===== src/rtl/adder37_share_arb_pkg.sv =====
// Shared defaults and FSM encoding for the two-requester shared adder.
package adder37_share_arb_pkg;

    localparam int A_W_DEF = 37;
    localparam int B_W_DEF = 35;
    localparam int S_W_DEF = A_W_DEF + 1;

    typedef enum logic [1:0] {
        IDLE = 2'd0,
        ADD  = 2'd1,
        RESP = 2'd2
    } state_t;

endpackage


===== src/rtl/adder37_share_arb_rr_arb2.sv =====
// Two-way round-robin arbiter: on a tie the requester not granted last wins.
module rr_arb2 (
    input  logic [1:0] req,
    input  logic       last,
    output logic [1:0] grant
);

    always_comb begin
        grant = req;
        // last holds the ID of the previous winner; give the tie to the other one
        if (req == 2'b11) begin
            grant = last ? 2'b01 : 2'b10;
        end
    end

endmodule


===== src/rtl/adder37_share_arb.sv =====
// Shares one A+B adder between two requesters; one transaction in flight,
// round-robin grant, IDLE -> ADD -> RESP, per-requester completion counters.
module adder37_share_arb
    import adder37_share_arb_pkg::*;
#(
    parameter int A_W = A_W_DEF,
    parameter int B_W = B_W_DEF,
    parameter int S_W = S_W_DEF
) (
    input  logic           clk,
    input  logic           rst_n,
    input  logic           req0_valid,
    input  logic [A_W-1:0] req0_a,
    input  logic [B_W-1:0] req0_b,
    output logic           req0_ready,
    input  logic           req1_valid,
    input  logic [A_W-1:0] req1_a,
    input  logic [B_W-1:0] req1_b,
    output logic           req1_ready,
    output logic           resp0_valid,
    output logic [S_W-1:0] resp0_sum,
    input  logic           resp0_ready,
    output logic           resp1_valid,
    output logic [S_W-1:0] resp1_sum,
    input  logic           resp1_ready,
    output logic [7:0]     done_cnt0,
    output logic [7:0]     done_cnt1
);

    state_t         state_q;
    logic [A_W-1:0] a_q, a_d;
    logic [B_W-1:0] b_q, b_d;
    logic [S_W-1:0] sum_q, sum_d;
    logic           gid_q;
    logic           last_q;
    logic [7:0]     cnt0_q, cnt1_q;
    logic [1:0]     grant;
    logic           in_idle, in_resp;

    rr_arb2 u_arb (
        .req   ({req1_valid, req0_valid}),
        .last  (last_q),
        .grant (grant)
    );

    assign in_idle = (state_q == IDLE);
    assign in_resp = (state_q == RESP);

    // grant already implies the matching valid, so ready needs only the state
    assign req0_ready = in_idle & grant[0];
    assign req1_ready = in_idle & grant[1];

    assign a_d = grant[1] ? req1_a : req0_a;
    assign b_d = grant[1] ? req1_b : req0_b;

    // Single shared adder, driven only from the captured operands
    assign sum_d = {{(S_W-A_W){1'b0}}, a_q} + {{(S_W-B_W){1'b0}}, b_q};

    assign resp0_valid = in_resp & ~gid_q;
    assign resp1_valid = in_resp &  gid_q;
    assign resp0_sum   = sum_q;
    assign resp1_sum   = sum_q;
    assign done_cnt0   = cnt0_q;
    assign done_cnt1   = cnt1_q;

    always_ff @(posedge clk or negedge rst_n) begin
        if (!rst_n) begin
            state_q <= IDLE;
            a_q     <= '0;
            b_q     <= '0;
            sum_q   <= '0;
            gid_q   <= 1'b0;
            last_q  <= 1'b1;
            cnt0_q  <= 8'd0;
            cnt1_q  <= 8'd0;
        end else begin
            case (state_q)
                IDLE: begin
                    if (req0_ready || req1_ready) begin
                        a_q     <= a_d;
                        b_q     <= b_d;
                        gid_q   <= grant[1];
                        last_q  <= grant[1];
                        state_q <= ADD;
                    end
                end
                ADD: begin
                    sum_q   <= sum_d;
                    state_q <= RESP;
                end
                RESP: begin
                    if (resp0_valid && resp0_ready) begin
                        cnt0_q  <= cnt0_q + 8'd1;
                        state_q <= IDLE;
                    end else if (resp1_valid && resp1_ready) begin
                        cnt1_q  <= cnt1_q + 8'd1;
                        state_q <= IDLE;
                    end
                end
                default: state_q <= IDLE;
            endcase
        end
    end

endmodule


===== config.mk =====
export PLATFORM = sky130hd
export DESIGN_NAME = adder37_share_arb
export DESIGN_NICKNAME = d
export VERILOG_FILES = /design/src/rtl/adder37_share_arb_pkg.sv /design/src/rtl/adder37_share_arb_rr_arb2.sv /design/src/rtl/adder37_share_arb.sv
export SDC_FILE = /design/constraint.sdc
export NUM_CORES = 1
export LEC_CHECK = 0
export BUFFER_PORTS_ARGS = -buffer_cell sky130_fd_sc_hd__buf_2
export CAP_MARGIN = 20
export CORE_MARGIN = 5
export CORE_UTILIZATION = 43
export DETAILED_ROUTE_END_ITERATION = 12
export PLACE_DENSITY_LB_ADDON = 0.3
export SETUP_SLACK_MARGIN = 0.1
export SYNTH_ARGS = -nofsm -noshare
export SYNTH_HDL_FRONTEND = slang
export SYNTH_HIERARCHICAL = 1
export SYNTH_SLANG_ARGS = --single-unit

===== constraint.sdc =====
create_clock -name clk -period 5.2 [get_ports clk]
set_input_delay 1.3 -clock clk [delete_from_list [all_inputs] [get_ports clk]]
set_output_delay 1.3 -clock clk [all_outputs]
set_load 0.02 [all_outputs]

# Yosys cells after proc, flatten, opt, wreduce, memory -nomap -nowiden
# Index checks and enable logic that the tools add are counted.
# Widths: inputs -> output; s select.
# word_totals
wordCells	38
output_inout_bits	96
inputBits	150
ff_bits	130
# op_classes
reduce_logical	8
n_addsub	3
mux	8
n_eq_ne	5
bitwise	6
# op_table
cell	n
$add 37x35->38	1
$mux 37	1
$mux 35	1
$add 8x1->8 const B	2
$mux 2	5
$pmux 2 s3	1
$reduce_and 2->1	3
$and 1x1->1	4
$eq 2x2->1 const B	2
$ne 3x1->1 const B	1
$reduce_and 3->1	1
$eq 2x1->1 const B	1
$logic_and 1x1->1	2
$logic_not 2->1	1
$ne 2x1->1 const B	1
$not 1->1	2
$logic_or 1x1->1	1

# Logic depth before layout (Yosys ltp)
# Gate-level depths: netlist (run 1).
# depth
word_depth	6
depth_mapped	11
ltp_nobuf	11

# Cells and area by module
# The synthesis (run 1) kept the hierarchy.
# by_module_without_submodules
module	cells_per_inst	seq_area_each_um2	area_each_um2	instances
adder37_share_arb	865	3254.4	7813.7	1
rr_arb2	3	0.0	18.8	1

# Worst setup path after synthesis (run 1)
# No wires, ideal clock.
# synth_path
path_kind	input port to output port
start	in req1_valid
end	out req1_ready
t_arrival_ns	2.041
path_buffers	1
cell_stages	4
required_ns	3.900
slack_ns	1.859
cell_sequence	a21boi_0 clkbuf_1 nand2_1 inv_1
# synth_via
elab_chain_len	3
# synth_rtl
element	line	text
from (decl)	adder37_share_arb.sv:16	input logic req1_valid,
$eq 2x2->1	adder37_share_arb_rr_arb2.sv:11	if (req == 2'b11) begin
$mux 2 (*)	adder37_share_arb_rr_arb2.sv:11	
$and 1x1->1 (*)	adder37_share_arb.sv:51	assign req1_ready = in_idle & grant[1];
to (decl)	adder37_share_arb.sv:19	output logic req1_ready,
# Mark *: on every way between the ends. The rest lies on a longest branch, timed or not.

# Worst setup path in the final report (run 1)
# layout_path
start	in req1_valid
end	out req1_ready
# layout_via
elab_chain_len	3
# layout_rtl
element	line	text
$eq 2x2->1	adder37_share_arb_rr_arb2.sv:11	
$mux 2 (*)	adder37_share_arb_rr_arb2.sv:11	
named net grant[1]	adder37_share_arb.sv:37	logic [1:0] grant;
$and 1x1->1 (*)	adder37_share_arb.sv:51	
# Mark *: on every way through the listed nets, which the timed path passes. The rest lies on a longest branch.

==> results of run 1 <==
[report_power, final]
part           internal [mW]  switching (mW)
Combinational           1.45            2.46
Sequential              1.49           0.374
Clock                  0.709           0.471
Total                   3.65            3.31
[layer usage]
metal | vias to the layer above | share of wire | global-route usage
met3 | 15 | 0.055 | 0.0424
met5 | - | 0 | 0
li1 | 3385 | - | -
met4 | 0 | 0.0098 | 0.0466
met1 | 3003 | 0.49 | 0.275
met2 | 183 | 0.45 | 0.288
[worst min-delay path by stage]
| stage | to | slack (ps) |
|---|---|---|
| 2_1_floorplan | last_q$_DFFE_PN1P_ | 440 |
| 3_3_place_gp | done_cnt1[7]$_DFFE_PN0P_ | 460 |
| 3_5_place_dp | done_cnt0[7]$_DFFE_PN0P_ | 460 |
| 4_1_cts | done_cnt1[7]$_DFFE_PN0P_ | 470 |
| 5_1_grt | done_cnt1[7]$_DFFE_PN0P_ | 480 |
| 6_report | done_cnt0[7]$_DFFE_PN0P_ | 470 |
[stage by stage]
stage / worst slack, ps / total power [mW]
floorplan: 1860 / 4.84
detailed placement: 1470 / 5.79
global route: 1400 / 7.55
global placement: 1490 / 5.73
finish: 1480 / 6.95
CTS: 1470 / 7.00
[kinds of logic (layout without fill, tap and decap cells)]
kind of cell	after synthesis	in the layout	share of synthesized area
and+or+nand+nor	258	258	0.145
DFF	130	130	0.415
xor gates and xnor gates	41	41	0.0458
buffers and inverters	99	302	0.0666
AOI/OAI and AO/OA	227	227	0.169
adders and majority gates	38	38	0.0617
muxes	75	75	0.0963
[worst max-delay path, delay by kind of cell]
family / cells / cell delay, ps
compound gates: 1 / 150
buf+inv: 4 / 810
simple gates: 1 / 150
[final cells by class]
| cell class | instances | area, µm² |
|---|---|---|
| sequential | 130 | 3250 |
| clock inverter | 15 | 160 |
| tap | 229 | 287 |
| inverter | 19 | 71.3 |
| fill | 1682 | 8400 |
| multi-input combinational | 639 | 4080 |
| clock buffer | 17 | 425 |
| timing repair buffer | 251 | 1290 |
[sequential cells by signal, indices dropped and copies added (netlist names)]
register and flops:
a_q 37, b_q 35, done_cnt0 8, done_cnt1 8
gid_q 1, last_q 1, resp0_sum 38, state_q 2
[layout by cell type, fill, tap and decap left out, types with 3 or more instances in the layout]
cell type	n
buf_2	244
nand2_1	153
dfrtp_1	129
o21ai_0	85
mux2i_1	72
o21ai_1	44
a21oi_1	44
ha_1	37
nor2_1	34
xnor2_1	26
nand4_1	20
inv_1	18
clkbuf_16	17
xor2_1	15
a21o_1	12
nor3_1	11
nand3_1	11
o21a_1	8
nor2b_1	5
o21bai_1	5
a211oi_1	5
and2_1	5
clkinvlp_4	5
buf_4	5
nand2b_1	4
o31ai_1	4
or4_1	3
mux2_2	3
clkinv_4	3
inv_6	3
==> impl_metrics.ini, run 1 <==
[run_status]
outcome = finished clean

[logic_synthesis]
syn_inst = 868
synth_fp_nets = 1056
synth_commonest_cells = 153 x nand2_1, 129 x dfrtp_1, 85 x o21ai_0
ys.flop_type = dfrtp_1
ys_warn_count = 6
synth_most_common_cell = nand2_1
synth.distinct_cells = 56
syn-cell-area_um2 = 7830
avgSynthCellArea_um2 = 9.02
seq_area_frac_synth = 0.415
yosys.area.top_type = dfrtp_1
synth.area.top_cells = dfrtp_1 41%, mux2i_1 9.2%, nand2_1 7.3%
synth_seq_cells = 130
synth_edf_count = 0
synth_top_area_share = 0.412
ys_async_sr_fraction = 1.00

[timing]
worst-slew-pin-transition_ps = 865
finalSetupTns_ps = 0
report.final.slew_viol_count = 0
slew_headroom = 0.423
fin_crit_ps = 3720
clock_skew_ps = 8.22
fmax_mhz = 269
finalHoldViolations = 0
setup_violations = 0
min_period_over_period = 0.715
hold_slack_ps = 466
rsz0062_at_grt = no

[floorplan]
core_area_um2 = 18000
die_y_um = 145
rows = 49
io_pins = 246
dieWidth_um = 145
initial_core_util = 0.436
die-area_um2 = 21000

[critical_path]
startpoint_type = input port
cp_slowest_cell = buf_4
r2r_cells = 11
crit_start = req1_valid
regToRegStartpoint = a_q[0]$_DFFE_PN0P_
r2r-end = resp0_sum[20]$_DFFE_PN0N_
cp_data_required_time_ps = 3900
cp_max_fo = 25
crit_path_frequent_cell = buf_2
cp.arrival_ps = 2420
crit_path_end = req1_ready
r2r_slack_ps = 2460
critical_path_class = input port to output port
worstPathCellList = buf_2 > a21boi_4 > buf_4 > nand2_1 > inv_1 > buf_2
cpPeakStageDelay_ps = 400
endpoint_kind = output port

[layout]
fin_util = 0.532
fin_nets = 1246
diodes = 0
syn_to_final_growth_pct = 22.1
final_cell_area_um2 = 9570
instances_no_fill = 1300
drive_above_1_share = 0.281

[power]
p_per_area_nw_per_um2 = 727
vdd_drop_max_mv = 0.376
p_leak_nw = 4.78

[placement]
dp_hpwl_mm = 15.6
numPlacedInstances = 1268
placed_area_um2 = 8980
place_congestion = 0.938
io_buffer_count = 245

[route]
drt_first_iter_violations = 363
wire_per_inst_um = 15.3
vias = 6586
ant_nets = 0
firstDrtPassIters = 5
via_per_inst = 5.07
drc_errors = 0
wl_mm = 19.9

[global_route]
grt_antenna_before_repair = 0
grt_pass1_wl_mm = 33.0
grt_pass1_vias = 6564
grt_overflow = 0
grt_max_degree = 146
grt_usage = 0.189

[cts]
cts.sinks = 130
htreeDepth = 4
clk_pin_slew_worst_paths_ps = 60
holdBufCountCts = 0
numCtsBuffers = 17
cts_root_buffer = clkbuf_16
clock_latency_ps = 420
cts.repair.resized = 0
postCtsSetupRepairBufs = 0
cts_tree = yes
cts.path.max_buffers = 2

[job]
maxCapViolCount = 0

[worst_hold_path]
hold_class = flip-flop to flip-flop
hold_depth = 1
hp-start = done_cnt0[7]$_DFFE_PN0P_
Note: power is estimated with default switching activity, not from simulation.
==> run 2, diff against run 1 <==
--- a/config.mk
+++ b/config.mk
@@ -5,6 +5,7 @@
 export SDC_FILE = /design/constraint.sdc
 export NUM_CORES = 1
 export LEC_CHECK = 0
+export ABC_AREA = 1
 export BUFFER_PORTS_ARGS = -buffer_cell sky130_fd_sc_hd__buf_2
 export CAP_MARGIN = 20
 export CORE_MARGIN = 5
==> constraint.sdc (replaced) <==
create_clock -name clk -period 3.5 [get_ports clk]
set_input_delay 0.875 -clock clk [delete_from_list [all_inputs] [get_ports clk]]
set_output_delay 0.875 -clock clk [all_outputs]
set_load 0.02 [all_outputs]
==> impl_metrics.ini, run 2 <==
[cts]
holdBufCountCts = 0
cts_tree = yes
cts.path.max_buffers = 2
cts.sinks = 130
clock_latency_ps = 420
clk_pin_slew_worst_paths_ps = 60
htreeDepth = 4
cts.repair.resized = 0
cts_root_buffer = clkbuf_16
numCtsBuffers = 17
postCtsSetupRepairBufs = 0

[global_route]
grt_pass1_wl_mm = 39.4
grt_antenna_before_repair = 0
grt_usage = 0.204
grt_max_degree = 145
grt_pass1_vias = 7819
grt_overflow = 0

[worst_hold_path]
holdPathEnd = done_cnt0[7]$_DFFE_PN0P_
hp-start = done_cnt0[7]$_DFFE_PN0P_
hold_class = flip-flop to flip-flop
hold_depth = 1

[layout]
largest_register_ffs = 38
fin_util = 0.526
mostFrequentLayoutCell = nand2_1
fin_nets = 1632
instances_no_fill = 1727
diodes = 0
final_cell_area_um2 = 10700
drive_above_1_share = 0.229
final_cell_mix = 408 x nand2_1, 244 x buf_2, 180 x inv_1
syn_to_final_growth_pct = 20.4

[placement]
dp_hpwl_mm = 19.3
numPlacedInstances = 1695
place_congestion = 0.921
placed_area_um2 = 10100
io_buffer_count = 245
post-place-ws_ps = 972

[floorplan]
initial_core_util = 0.437
die-area_um2 = 23600
rows = 52
io_pins = 246
core_area_um2 = 20300
die_y_um = 154
dieWidth_um = 154

[logic_synthesis]
synth_top_area_share = 0.364
synth_edf_count = 0
seq_area_frac_synth = 0.367
synth.area.top_cells = dfrtp_1 36%, nand2_1 17%, inv_1 7.6%
synth_commonest_cells = 408 x nand2_1, 180 x inv_1, 129 x dfrtp_1
synth_fp_nets = 1438
ys.flop_type = dfrtp_1
ys_warn_count = 6
synth_most_common_cell = nand2_1
syn-cell-area_um2 = 8880
synth.distinct_cells = 38
yosys.area.top_type = dfrtp_1
ys_async_sr_fraction = 1.00
avgSynthCellArea_um2 = 7.10
syn_inst = 1250
synth_seq_cells = 130

[route]
ant_nets = 0
wire_per_inst_um = 13.9
drc_errors = 0
wl_mm = 24.0
via_per_inst = 4.81
vias = 8305
firstDrtPassIters = 5
drt_first_iter_violations = 532

[timing]
rsz0062_at_grt = no
fin_ws_ps = 958
fin_crit_ps = 2540
slew_headroom = 0.407
clock_skew_ps = 11.6
hold_slack_ps = 473
min_period_over_period = 0.726
worst-slew-pin-transition_ps = 890
finalHoldViolations = 0
fmax_mhz = 393
finalSetupTns_ps = 0
report.final.slew_viol_count = 0
setup_violations = 0

[power]
p_leak_nw = 5.79
vdd_drop_max_mv = 0.407
p_per_area_nw_per_um2 = 1100
finalPower_mw = 11.8

[critical_path]
r2r-end = resp0_sum[32]$_DFFE_PN0N_
r2r_slack_ps = 1230
r2r_cells = 15
startpoint_type = input port
cp.arrival_ps = 1670
cp_slowest_cell = nand3_1
worstPathCellList = buf_2 > inv_1 > a21oi_4 > nand3_1 > inv_1 > buf_2
cp_data_required_time_ps = 2620
critPathTopFamily = buffers and inverters
cp_max_fo = 4
cpPeakStageDelay_ps = 210
endpoint_kind = output port
regToRegStartpoint = a_q[0]$_DFFE_PN0P_
critical_path_class = input port to output port
critPathBufInv = 4

[run_status]
outcome = finished clean

[job]
maxCapViolCount = 0
## run 2: cell types whose count changed in the layout (fill, tap and decap cells not counted), sizes merged, moves of 13 or more
cell   delta
nand4    -19
mux2i    -72
o21a     +60
nor2     +35
nand2   +269
o21ai    -29
xnor2    -13
inv     +169
nand3    +51
## run 2: worst max path at each step
stage / startpoint / slack [ps] / endpoint / cells past startpoint
after floorplan: req1_valid / 1140 / req1_ready / 5
after global placement: req1_valid / 1010 / req0_ready / 7
after detailed placement: req1_valid / 970 / req1_ready / 6
after CTS: req1_valid / 970 / req1_ready / 6
after global routing: req1_valid / 900 / req0_ready / 7
final: req1_valid / 960 / req1_ready / 6
## run 2: final cells by class
type                    instances  area, µm²
clock buffers                  18        439
clock inverters                14        166
fillers                      2012       9610
inverters                     183        687
multi-input cells             861       4490
flip-flops and latches        130       3250
well taps                     270        338
repair buffers                251       1310
## run 2: cells by family (layout without fill, tap and decap cells)
logic type / count (synthesis) / count (layout) / share of synthesized area
and+or+nand+nor: 580 / 580 / 0.278
buffers and inverters: 259 / 466 / 0.130
AOI/OAI and AO/OA: 218 / 218 / 0.147
DFF: 130 / 130 / 0.367
adders and majority gates: 38 / 38 / 0.0544
xor gates and xnor gates: 25 / 25 / 0.0247
## run 2: metal layers
metal,vias to the layer above,track usage,wire [µm]
met4,0,0.0383,199
met3,15,0.0354,1410
met1,3751,0.304,11800
li1,4291,-,-
met5,-,0,0
met2,248,0.314,10600
## run 2: report_power, final
part           internal [mW]  switching, mW  total (mW)
Sequential              2.21          0.506        2.72
Combinational           2.58           4.67        7.25
Clock                   1.09          0.731        1.82
